<file path="config.mk">
export PLATFORM = sky130hd
export DESIGN_NAME = stage_de_flat
export DESIGN_NICKNAME = d
export VERILOG_FILES = /design/src/rtl/stage_de_if.sv /design/src/rtl/stage_de.sv /design/src/flat_wrapper.sv
export SDC_FILE = /design/constraint.sdc
export NUM_CORES = 1
export LEC_CHECK = 0
export CAP_MARGIN = 20
export CORE_ASPECT_RATIO = 2
export CORE_UTILIZATION = 59
export DETAILED_ROUTE_END_ITERATION = 12
export GPL_TIMING_DRIVEN = 0
export PLACE_DENSITY_LB_ADDON = 0.2
export SLEW_MARGIN = 20
export SYNTH_ARGS = -nofsm -noshare
export SYNTH_HDL_FRONTEND = slang
export SYNTH_SLANG_ARGS = --single-unit
</file>
<file path="constraint.sdc">
create_clock -name clk -period 2.65 [get_ports clk]
set_input_delay 0.53 -clock clk [delete_from_list [all_inputs] [get_ports clk]]
set_output_delay 0.53 -clock clk [all_outputs]
set_load 0.01 [all_outputs]
</file>
<file path="src/rtl/stage_de_if.sv">
// Decode-stage bundle: fetch-side inputs, pipeline control, writeback port and decoded slot outputs.
// master drives the stage (pipeline/bench side); slave is the decode stage itself.
interface stage_de_if #(
   parameter int INST_W     = 32,
   parameter int DATA_W     = 32,
   parameter int REG_ADDR_W = 4
);
   logic                  en;
   logic                  flush;
   logic                  stall;
   logic                  in_flush;
   logic [INST_W-1:0]     in_inst;
   logic                  wb_we;
   logic [REG_ADDR_W-1:0] wb_rd;
   logic [DATA_W-1:0]     wb_data;

   logic                  stall_req;
   logic                  out_flush;
   logic [2:0]            out_alu_op;
   logic [REG_ADDR_W-1:0] out_rd;
   logic [REG_ADDR_W-1:0] out_rs1;
   logic [REG_ADDR_W-1:0] out_rs2;
   logic [DATA_W-1:0]     out_rs1_val;
   logic [DATA_W-1:0]     out_rs2_val;
   logic [DATA_W-1:0]     out_imm;
   logic                  out_use_imm;
   logic                  out_reg_we;
   logic                  out_mem_rd;
   logic                  out_mem_wr;
   logic                  out_branch;
   logic                  out_jump;
   logic                  out_halt;
   logic                  out_illegal;

   modport master (
      output en, flush, stall, in_flush, in_inst, wb_we, wb_rd, wb_data,
      input  stall_req, out_flush, out_alu_op, out_rd, out_rs1, out_rs2,
             out_rs1_val, out_rs2_val, out_imm, out_use_imm, out_reg_we,
             out_mem_rd, out_mem_wr, out_branch, out_jump, out_halt, out_illegal
   );

   modport slave (
      input  en, flush, stall, in_flush, in_inst, wb_we, wb_rd, wb_data,
      output stall_req, out_flush, out_alu_op, out_rd, out_rs1, out_rs2,
             out_rs1_val, out_rs2_val, out_imm, out_use_imm, out_reg_we,
             out_mem_rd, out_mem_wr, out_branch, out_jump, out_halt, out_illegal
   );
endinterface

</file>
<file path="src/rtl/stage_de.sv">
// Decode stage: register file with write-through, instruction decode into a registered slot,
// and load-use hazard detection that asks fetch to re-present the instruction.
module stage_de #(
   parameter int INST_W     = 32,
   parameter int DATA_W     = 32,
   parameter int REG_ADDR_W = 4
) (
   input logic      clk,
   input logic      rst,
   stage_de_if.slave bus
);
   localparam int DEPTH = 1 << REG_ADDR_W;

   typedef struct packed {
      logic                  flush;
      logic [2:0]            alu_op;
      logic [REG_ADDR_W-1:0] rd;
      logic [REG_ADDR_W-1:0] rs1;
      logic [REG_ADDR_W-1:0] rs2;
      logic [DATA_W-1:0]     rs1_val;
      logic [DATA_W-1:0]     rs2_val;
      logic [DATA_W-1:0]     imm;
      logic                  use_imm;
      logic                  reg_we;
      logic                  mem_rd;
      logic                  mem_wr;
      logic                  branch;
      logic                  jump;
      logic                  halt;
      logic                  illegal;
   } slot_t;

   logic [DATA_W-1:0]     regs [DEPTH];
   logic [5:0]            opcode;
   logic [REG_ADDR_W-1:0] rd_idx;
   logic [REG_ADDR_W-1:0] rs1_idx;
   logic [REG_ADDR_W-1:0] rs2_idx;
   logic [DATA_W-1:0]     rs1_val;
   logic [DATA_W-1:0]     rs2_val;
   logic                  hazard;
   slot_t                 bubble_slot;
   slot_t                 dec_slot;
   slot_t                 slot_reg;
   slot_t                 slot_next;

   assign opcode  = bus.in_inst[31:26];
   assign rd_idx  = bus.in_inst[25:22];
   assign rs1_idx = bus.in_inst[21:18];
   assign rs2_idx = bus.in_inst[17:14];

   // Register 0 is never written, so clearing it on reset keeps it zero; reads also force it.
   always_ff @(posedge clk) begin
      if (rst) begin
         for (int i = 0; i < DEPTH; i++) begin
            regs[i] <= '0;
         end
      end else if (bus.en && bus.wb_we && bus.wb_rd != '0) begin
         regs[bus.wb_rd] <= bus.wb_data;
      end
   end

   assign rs1_val = (rs1_idx == '0) ? '0 :
                    (bus.wb_we && bus.wb_rd == rs1_idx) ? bus.wb_data : regs[rs1_idx];
   assign rs2_val = (rs2_idx == '0) ? '0 :
                    (bus.wb_we && bus.wb_rd == rs2_idx) ? bus.wb_data : regs[rs2_idx];

   always_comb begin
      bubble_slot       = '0;
      bubble_slot.flush = 1'b1;

      dec_slot         = '0;
      dec_slot.rd      = rd_idx;
      dec_slot.rs1     = rs1_idx;
      dec_slot.rs2     = rs2_idx;
      dec_slot.rs1_val = rs1_val;
      dec_slot.rs2_val = rs2_val;
      dec_slot.imm     = {{(DATA_W-14){bus.in_inst[13]}}, bus.in_inst[13:0]};
      case (opcode)
         6'h00: ;
         6'h01: dec_slot.reg_we = 1'b1;
         6'h02: begin dec_slot.reg_we = 1'b1; dec_slot.alu_op = 3'd1; end
         6'h03: begin dec_slot.reg_we = 1'b1; dec_slot.alu_op = 3'd2; end
         6'h04: begin dec_slot.reg_we = 1'b1; dec_slot.alu_op = 3'd3; end
         6'h05: begin dec_slot.reg_we = 1'b1; dec_slot.alu_op = 3'd4; end
         6'h08: begin dec_slot.reg_we = 1'b1; dec_slot.use_imm = 1'b1; end
         6'h10: begin
            dec_slot.reg_we  = 1'b1;
            dec_slot.mem_rd  = 1'b1;
            dec_slot.use_imm = 1'b1;
         end
         6'h11: begin dec_slot.mem_wr = 1'b1; dec_slot.use_imm = 1'b1; end
         6'h18: begin dec_slot.branch = 1'b1; dec_slot.alu_op = 3'd1; end
         6'h19: dec_slot.jump = 1'b1;
         6'h3F: dec_slot.halt = 1'b1;
         default: dec_slot.illegal = 1'b1;
      endcase
   end

   // Load-use: the load in the slot has not produced its data yet, so this instruction must wait.
   assign hazard = !bus.in_flush && !slot_reg.flush && slot_reg.mem_rd &&
                   (slot_reg.rd != '0) &&
                   (slot_reg.rd == rs1_idx || slot_reg.rd == rs2_idx);

   assign bus.stall_req = !rst && bus.en && !bus.flush && !bus.stall && hazard;

   always_comb begin
      slot_next = slot_reg;
      if (bus.flush) begin
         slot_next = bubble_slot;
      end else if (bus.stall) begin
         slot_next = slot_reg;
      end else if (hazard || bus.in_flush) begin
         slot_next = bubble_slot;
      end else begin
         slot_next = dec_slot;
      end
   end

   always_ff @(posedge clk) begin
      if (rst) begin
         slot_reg <= bubble_slot;
      end else if (bus.en) begin
         slot_reg <= slot_next;
      end
   end

   assign bus.out_flush   = slot_reg.flush;
   assign bus.out_alu_op  = slot_reg.alu_op;
   assign bus.out_rd      = slot_reg.rd;
   assign bus.out_rs1     = slot_reg.rs1;
   assign bus.out_rs2     = slot_reg.rs2;
   assign bus.out_rs1_val = slot_reg.rs1_val;
   assign bus.out_rs2_val = slot_reg.rs2_val;
   assign bus.out_imm     = slot_reg.imm;
   assign bus.out_use_imm = slot_reg.use_imm;
   assign bus.out_reg_we  = slot_reg.reg_we;
   assign bus.out_mem_rd  = slot_reg.mem_rd;
   assign bus.out_mem_wr  = slot_reg.mem_wr;
   assign bus.out_branch  = slot_reg.branch;
   assign bus.out_jump    = slot_reg.jump;
   assign bus.out_halt    = slot_reg.halt;
   assign bus.out_illegal = slot_reg.illegal;
endmodule

</file>
<file path="src/flat_wrapper.sv">
// flat-port wrapper written by rule: the top's interface ports become plain ports
module stage_de_flat 
#(
   parameter int INST_W     = 32,
   parameter int DATA_W     = 32,
   parameter int REG_ADDR_W = 4
)
  (clk, rst, bus_en, bus_flush, bus_stall, bus_in_flush, bus_in_inst, bus_wb_we, bus_wb_rd, bus_wb_data, bus_stall_req, bus_out_flush, bus_out_alu_op, bus_out_rd, bus_out_rs1, bus_out_rs2, bus_out_rs1_val, bus_out_rs2_val, bus_out_imm, bus_out_use_imm, bus_out_reg_we, bus_out_mem_rd, bus_out_mem_wr, bus_out_branch, bus_out_jump, bus_out_halt, bus_out_illegal);
  stage_de_if #(.INST_W(INST_W), .DATA_W(DATA_W), .REG_ADDR_W(REG_ADDR_W)) bus_i ();
  input logic clk;
  input logic rst;
  input wire logic [$bits(bus_i.en)-1:0] bus_en;
  input wire logic [$bits(bus_i.flush)-1:0] bus_flush;
  input wire logic [$bits(bus_i.stall)-1:0] bus_stall;
  input wire logic [$bits(bus_i.in_flush)-1:0] bus_in_flush;
  input wire logic [$bits(bus_i.in_inst)-1:0] bus_in_inst;
  input wire logic [$bits(bus_i.wb_we)-1:0] bus_wb_we;
  input wire logic [$bits(bus_i.wb_rd)-1:0] bus_wb_rd;
  input wire logic [$bits(bus_i.wb_data)-1:0] bus_wb_data;
  output wire logic [$bits(bus_i.stall_req)-1:0] bus_stall_req;
  output wire logic [$bits(bus_i.out_flush)-1:0] bus_out_flush;
  output wire logic [$bits(bus_i.out_alu_op)-1:0] bus_out_alu_op;
  output wire logic [$bits(bus_i.out_rd)-1:0] bus_out_rd;
  output wire logic [$bits(bus_i.out_rs1)-1:0] bus_out_rs1;
  output wire logic [$bits(bus_i.out_rs2)-1:0] bus_out_rs2;
  output wire logic [$bits(bus_i.out_rs1_val)-1:0] bus_out_rs1_val;
  output wire logic [$bits(bus_i.out_rs2_val)-1:0] bus_out_rs2_val;
  output wire logic [$bits(bus_i.out_imm)-1:0] bus_out_imm;
  output wire logic [$bits(bus_i.out_use_imm)-1:0] bus_out_use_imm;
  output wire logic [$bits(bus_i.out_reg_we)-1:0] bus_out_reg_we;
  output wire logic [$bits(bus_i.out_mem_rd)-1:0] bus_out_mem_rd;
  output wire logic [$bits(bus_i.out_mem_wr)-1:0] bus_out_mem_wr;
  output wire logic [$bits(bus_i.out_branch)-1:0] bus_out_branch;
  output wire logic [$bits(bus_i.out_jump)-1:0] bus_out_jump;
  output wire logic [$bits(bus_i.out_halt)-1:0] bus_out_halt;
  output wire logic [$bits(bus_i.out_illegal)-1:0] bus_out_illegal;
  assign bus_i.en = bus_en;
  assign bus_i.flush = bus_flush;
  assign bus_i.stall = bus_stall;
  assign bus_i.in_flush = bus_in_flush;
  assign bus_i.in_inst = bus_in_inst;
  assign bus_i.wb_we = bus_wb_we;
  assign bus_i.wb_rd = bus_wb_rd;
  assign bus_i.wb_data = bus_wb_data;
  assign bus_stall_req = bus_i.stall_req;
  assign bus_out_flush = bus_i.out_flush;
  assign bus_out_alu_op = bus_i.out_alu_op;
  assign bus_out_rd = bus_i.out_rd;
  assign bus_out_rs1 = bus_i.out_rs1;
  assign bus_out_rs2 = bus_i.out_rs2;
  assign bus_out_rs1_val = bus_i.out_rs1_val;
  assign bus_out_rs2_val = bus_i.out_rs2_val;
  assign bus_out_imm = bus_i.out_imm;
  assign bus_out_use_imm = bus_i.out_use_imm;
  assign bus_out_reg_we = bus_i.out_reg_we;
  assign bus_out_mem_rd = bus_i.out_mem_rd;
  assign bus_out_mem_wr = bus_i.out_mem_wr;
  assign bus_out_branch = bus_i.out_branch;
  assign bus_out_jump = bus_i.out_jump;
  assign bus_out_halt = bus_i.out_halt;
  assign bus_out_illegal = bus_i.out_illegal;
  stage_de #(.INST_W(INST_W), .DATA_W(DATA_W), .REG_ADDR_W(REG_ADDR_W)) u_core (.clk(clk), .rst(rst), .bus(bus_i));
endmodule
</file>
==> metrics.log <==
INFO  metric area_growth_syn_to_layout = 16.0%
INFO  metric design.portCount = 196
INFO  metric std_cell_rows = 119
INFO  metric clockRootBuffer = sky130_fd_sc_hd__clkbuf_16
INFO  metric max_h_tree_level = 2
INFO  metric sequential_cell_area_fraction_in_the_yosys_report = 0.555
INFO  metric first_global_vias = 25197
INFO  metric global_route.overflow_total = 0
INFO  metric num_clock_sinks = 614
INFO  metric final_layout_size_suffix_gt1_frac = 0.173
INFO  metric fillers = 3741
INFO  metric biggest_cell_delay_along_the_critical_path = 0.79 ns
INFO  metric crit_chain = clkdlybuf4s50_1 > and3b_1 > nand3_1 > nor2_1 > or2_2
INFO  metric placeableCoreArea = 0.0526 mm2
INFO  metric hold_path.class = primary input to register
INFO  metric cp_data_required_time = 2.91 ns
INFO  metric numCtsBuffers = 53
INFO  metric post-route-drc-count = 0
INFO  metric worstSkewPairLatency = 0.63 ns
INFO  metric ys_types = 46
INFO  metric design.final.nets = 2759
INFO  metric clk_path_buf_depth = 3
INFO  metric critical-path-top-delay-family = simple AND/OR/NAND/NOR gates
INFO  metric drt_iter0_markers = 3457
INFO  metric ir_drop = 687 uV
INFO  metric grt_util_all_layers = 0.448
INFO  metric synth_edf_count = 512
INFO  metric setup_repair_after_global_routing_missed_its_margin = true
INFO  metric portBuffers = 185
INFO  metric post_synthesis_cells = 2395
INFO  metric postCtsHoldBufs = 0
INFO  metric critical_path.slowest_cell = sky130_fd_sc_hd__or2_2
INFO  metric die_height = 328 um
INFO  metric initial_utilization = 0.597
INFO  metric outcome = complete, but fails checks
INFO  metric wl_per_cell = 35.0 um
INFO  metric grt_first_pass_wirelength = 167 mm
INFO  metric tritoncts_clock_tree = done
INFO  metric max_freq = 347 MHz
INFO  metric placed_area = 0.0342 mm2
INFO  metric cp.arrival = 3.14 ns
INFO  metric timing_max_transition_violations_final = 0
INFO  metric path_class = primary input to register
INFO  metric power.density = 610 mW/mm2
INFO  metric synth.ff_latch_count = 614
INFO  metric timing.max_slew.rel_slack = 0.248
INFO  metric postRouteWirelength = 119 mm
INFO  metric layout.cells.most_common = sky130_fd_sc_hd__edfxtp_1
INFO  metric crit_path_start_kind = primary input
INFO  metric grt_max_degree = 33
INFO  metric post-dp-hpwl = 75.9 mm
INFO  metric dr_total_vias = 24215
INFO  metric clock_skew = 0.0109 ns
INFO  metric ant_nets = 0
INFO  metric vias_per_cell = 7.13
INFO  metric final_critical_path_setup_slack = -0.236 ns
INFO  metric yosysWarningCount = 0
INFO  metric total_leakage_power = 13.2 nW
INFO  metric multiInputGateArea = 0.0130 mm2
INFO  metric clk_pin_slew = 0.07 ns
INFO  metric floorplan.die.width = 165 um
INFO  metric slew_at_the_pin_closest_to_its_max_slew_limit = 1.13 ns
INFO  metric place_ws = -1.39 ns
INFO  metric synthesis.area = 0.0314 mm2
INFO  metric max_cap_viol_count = 0
INFO  metric finalNonFillerCells = 3396
INFO  metric tns = -10.32 ns
INFO  metric postSynthAreaPerCell = 13.1 um2
INFO  metric mostFrequentLayoutCells = sky130_fd_sc_hd__edfxtp_1 (512), sky130_fd_sc_hd__and2_1 (480), sky130_fd_sc_hd__mux2i_1 (258)
INFO  metric final_min_period_over_clock_period = 1.09
INFO  metric violations_in_the_final_reports = setup timing
INFO  metric die_outline_area = 0.0541 mm2
INFO  metric sequential_cell_area = 0.0174 mm2
INFO  metric cp_max_fo = 16
INFO  metric synth_async_sr_flop_share = 0
INFO  metric synthFlopType = sky130_fd_sc_hd__edfxtp_1
INFO  metric final_design_area_no_fill = 0.0364 mm2
INFO  metric drt_pass1_iterations = 8
INFO  metric globalplace.congestion = 1.03
INFO  metric grt_antenna_before_repair = 5
INFO  metric timing.critical_path.to_type = register
INFO  metric critical_path_buf_inv_count = 1
INFO  metric hold_violations = 0
INFO  metric dpl.cell_count = 3278
INFO  metric setup_viol_count_final = 129
INFO  metric min_period = 2.89 ns
-- metrics by stage --
stage	hold WS (ns)	power [mW]	util
final	0.338	22.2	0.692
after global routing	0.382	22.5	0.692
after CTS	0.332	21.9	0.690
after detailed placement	0.453	13.9	0.651
after global placement	0.448	13.8	0.650
after floorplan	0.483	12.8	-
-- layout make-up --
type | instances | area share
multi-input cells | 1541 | 0.358
inverters | 28 | 0.00289
repair buffers | 191 | 0.0525
clock inverters | 18 | 0.00364
plain buffers | 255 | 0.0356
well taps | 665 | 0.0229
diodes | 3 | 0.000206
clock buffers | 81 | 0.0460
flip-flops and latches | 614 | 0.479
-- cells by family after synthesis --
logic type | share of synthesized area
other | 0.000120
buffers and inverters | 0.0417
AO/OA/AOI/OAI | 0.0735
flip-flops | 0.555
XOR/XNOR | 0.00503
multiplexers | 0.174
AND/OR/NAND/NOR | 0.150
-- worst paths after layout --
kind | slack (ns) | endpoint | cells past startpoint | from
setup reg to reg | 0.32 | u_core.bus.out_rs1_val[14] | 7 | u_core.bus.out_rd[3]
hold reg to reg | 0.47 | u_core.bus.out_rs2_val[29] | 1 | u_core.bus.out_rs2_val[29]
hold / removal | 0.34 | u_core.bus.out_jump | 3 | bus_in_inst[29]
setup / recovery | -0.24 | u_core.regs[13][30] | 5 | bus_wb_we
-- cell usage after synthesis (4+ instances only) --
library cell	count	area (um2)
sky130_fd_sc_hd__and2_1	480	3000
sky130_fd_sc_hd__nand3_1	135	676
sky130_fd_sc_hd__clkbuf_1	168	631
sky130_fd_sc_hd__inv_1	28	105
sky130_fd_sc_hd__nand2b_1	34	213
sky130_fd_sc_hd__edfxtp_1	512	15400
sky130_fd_sc_hd__or2_2	80	500
sky130_fd_sc_hd__buf_6	4	45.0
sky130_fd_sc_hd__xnor2_1	10	87.6
sky130_fd_sc_hd__o22ai_1	129	807
sky130_fd_sc_hd__dfxtp_1	102	2040
sky130_fd_sc_hd__o21ai_0	6	30.0
sky130_fd_sc_hd__a32o_1	67	671
sky130_fd_sc_hd__or3b_2	4	35.0
sky130_fd_sc_hd__mux4_2	128	2880
sky130_fd_sc_hd__nor2_1	23	86.3
sky130_fd_sc_hd__nand2_1	10	37.5
sky130_fd_sc_hd__xor2_1	8	70.1
sky130_fd_sc_hd__a211oi_1	64	480
sky130_fd_sc_hd__o32ai_1	28	245
sky130_fd_sc_hd__mux2i_1	258	2580
sky130_fd_sc_hd__buf_4	30	225
sky130_fd_sc_hd__nor3_1	6	30.0
sky130_fd_sc_hd__buf_2	47	235
-- worst min-delay path: cells and delay by family --
family                 cells  cell delay [ns]
and+or+nand+nor            1             0.13
AOI/OAI and AO/OA          1             0.07
buffers and inverters      1             0.19
-- per-layer routing --
metal,vias to the layer above,global-route usage,routed length [um]
li1,9586,-,-
met1,11723,0.460,34500
met2,2068,0.713,56400
met3,836,0.134,14400
met4,2,0.433,13700
met5,-,0.00557,13
-- state kept, by name, indices dropped and copies added (netlist names) --
name / flops
u_core.bus.out_flush: 1
u_core.bus.out_reg_we: 1
u_core.bus.out_jump: 1
u_core.bus.out_rd: 4
u_core.bus.out_branch: 1
u_core.bus.out_rs1_val: 32
u_core.bus.out_mem_rd: 1
u_core.bus.out_use_imm: 1
u_core.bus.out_mem_wr: 1
u_core.bus.out_rs2_val: 32
u_core.bus.out_rs1: 4
u_core.bus.out_illegal: 1
u_core.bus.out_halt: 1
u_core.bus.out_imm: 14
u_core.regs: 512
u_core.bus.out_alu_op: 3
u_core.bus.out_rs2: 4
-- report_power, final --
| group | internal (mW) | switching (mW) | leakage [nW] |
|---|---|---|---|
| Sequential | 10.9 | 0.266 | 5.70 |
| Clock | 4.48 | 3.82 | 0.898 |
| Combinational | 1.03 | 1.68 | 6.56 |
-- timing repair --
item	in CTS	in global routing
pin swaps	6	3
gates resized for setup	60	65
buffers inserted	4	0
setup endpoints to repair	628	603
cloned	8	4
Note: power is estimated with default switching activity, not from simulation.
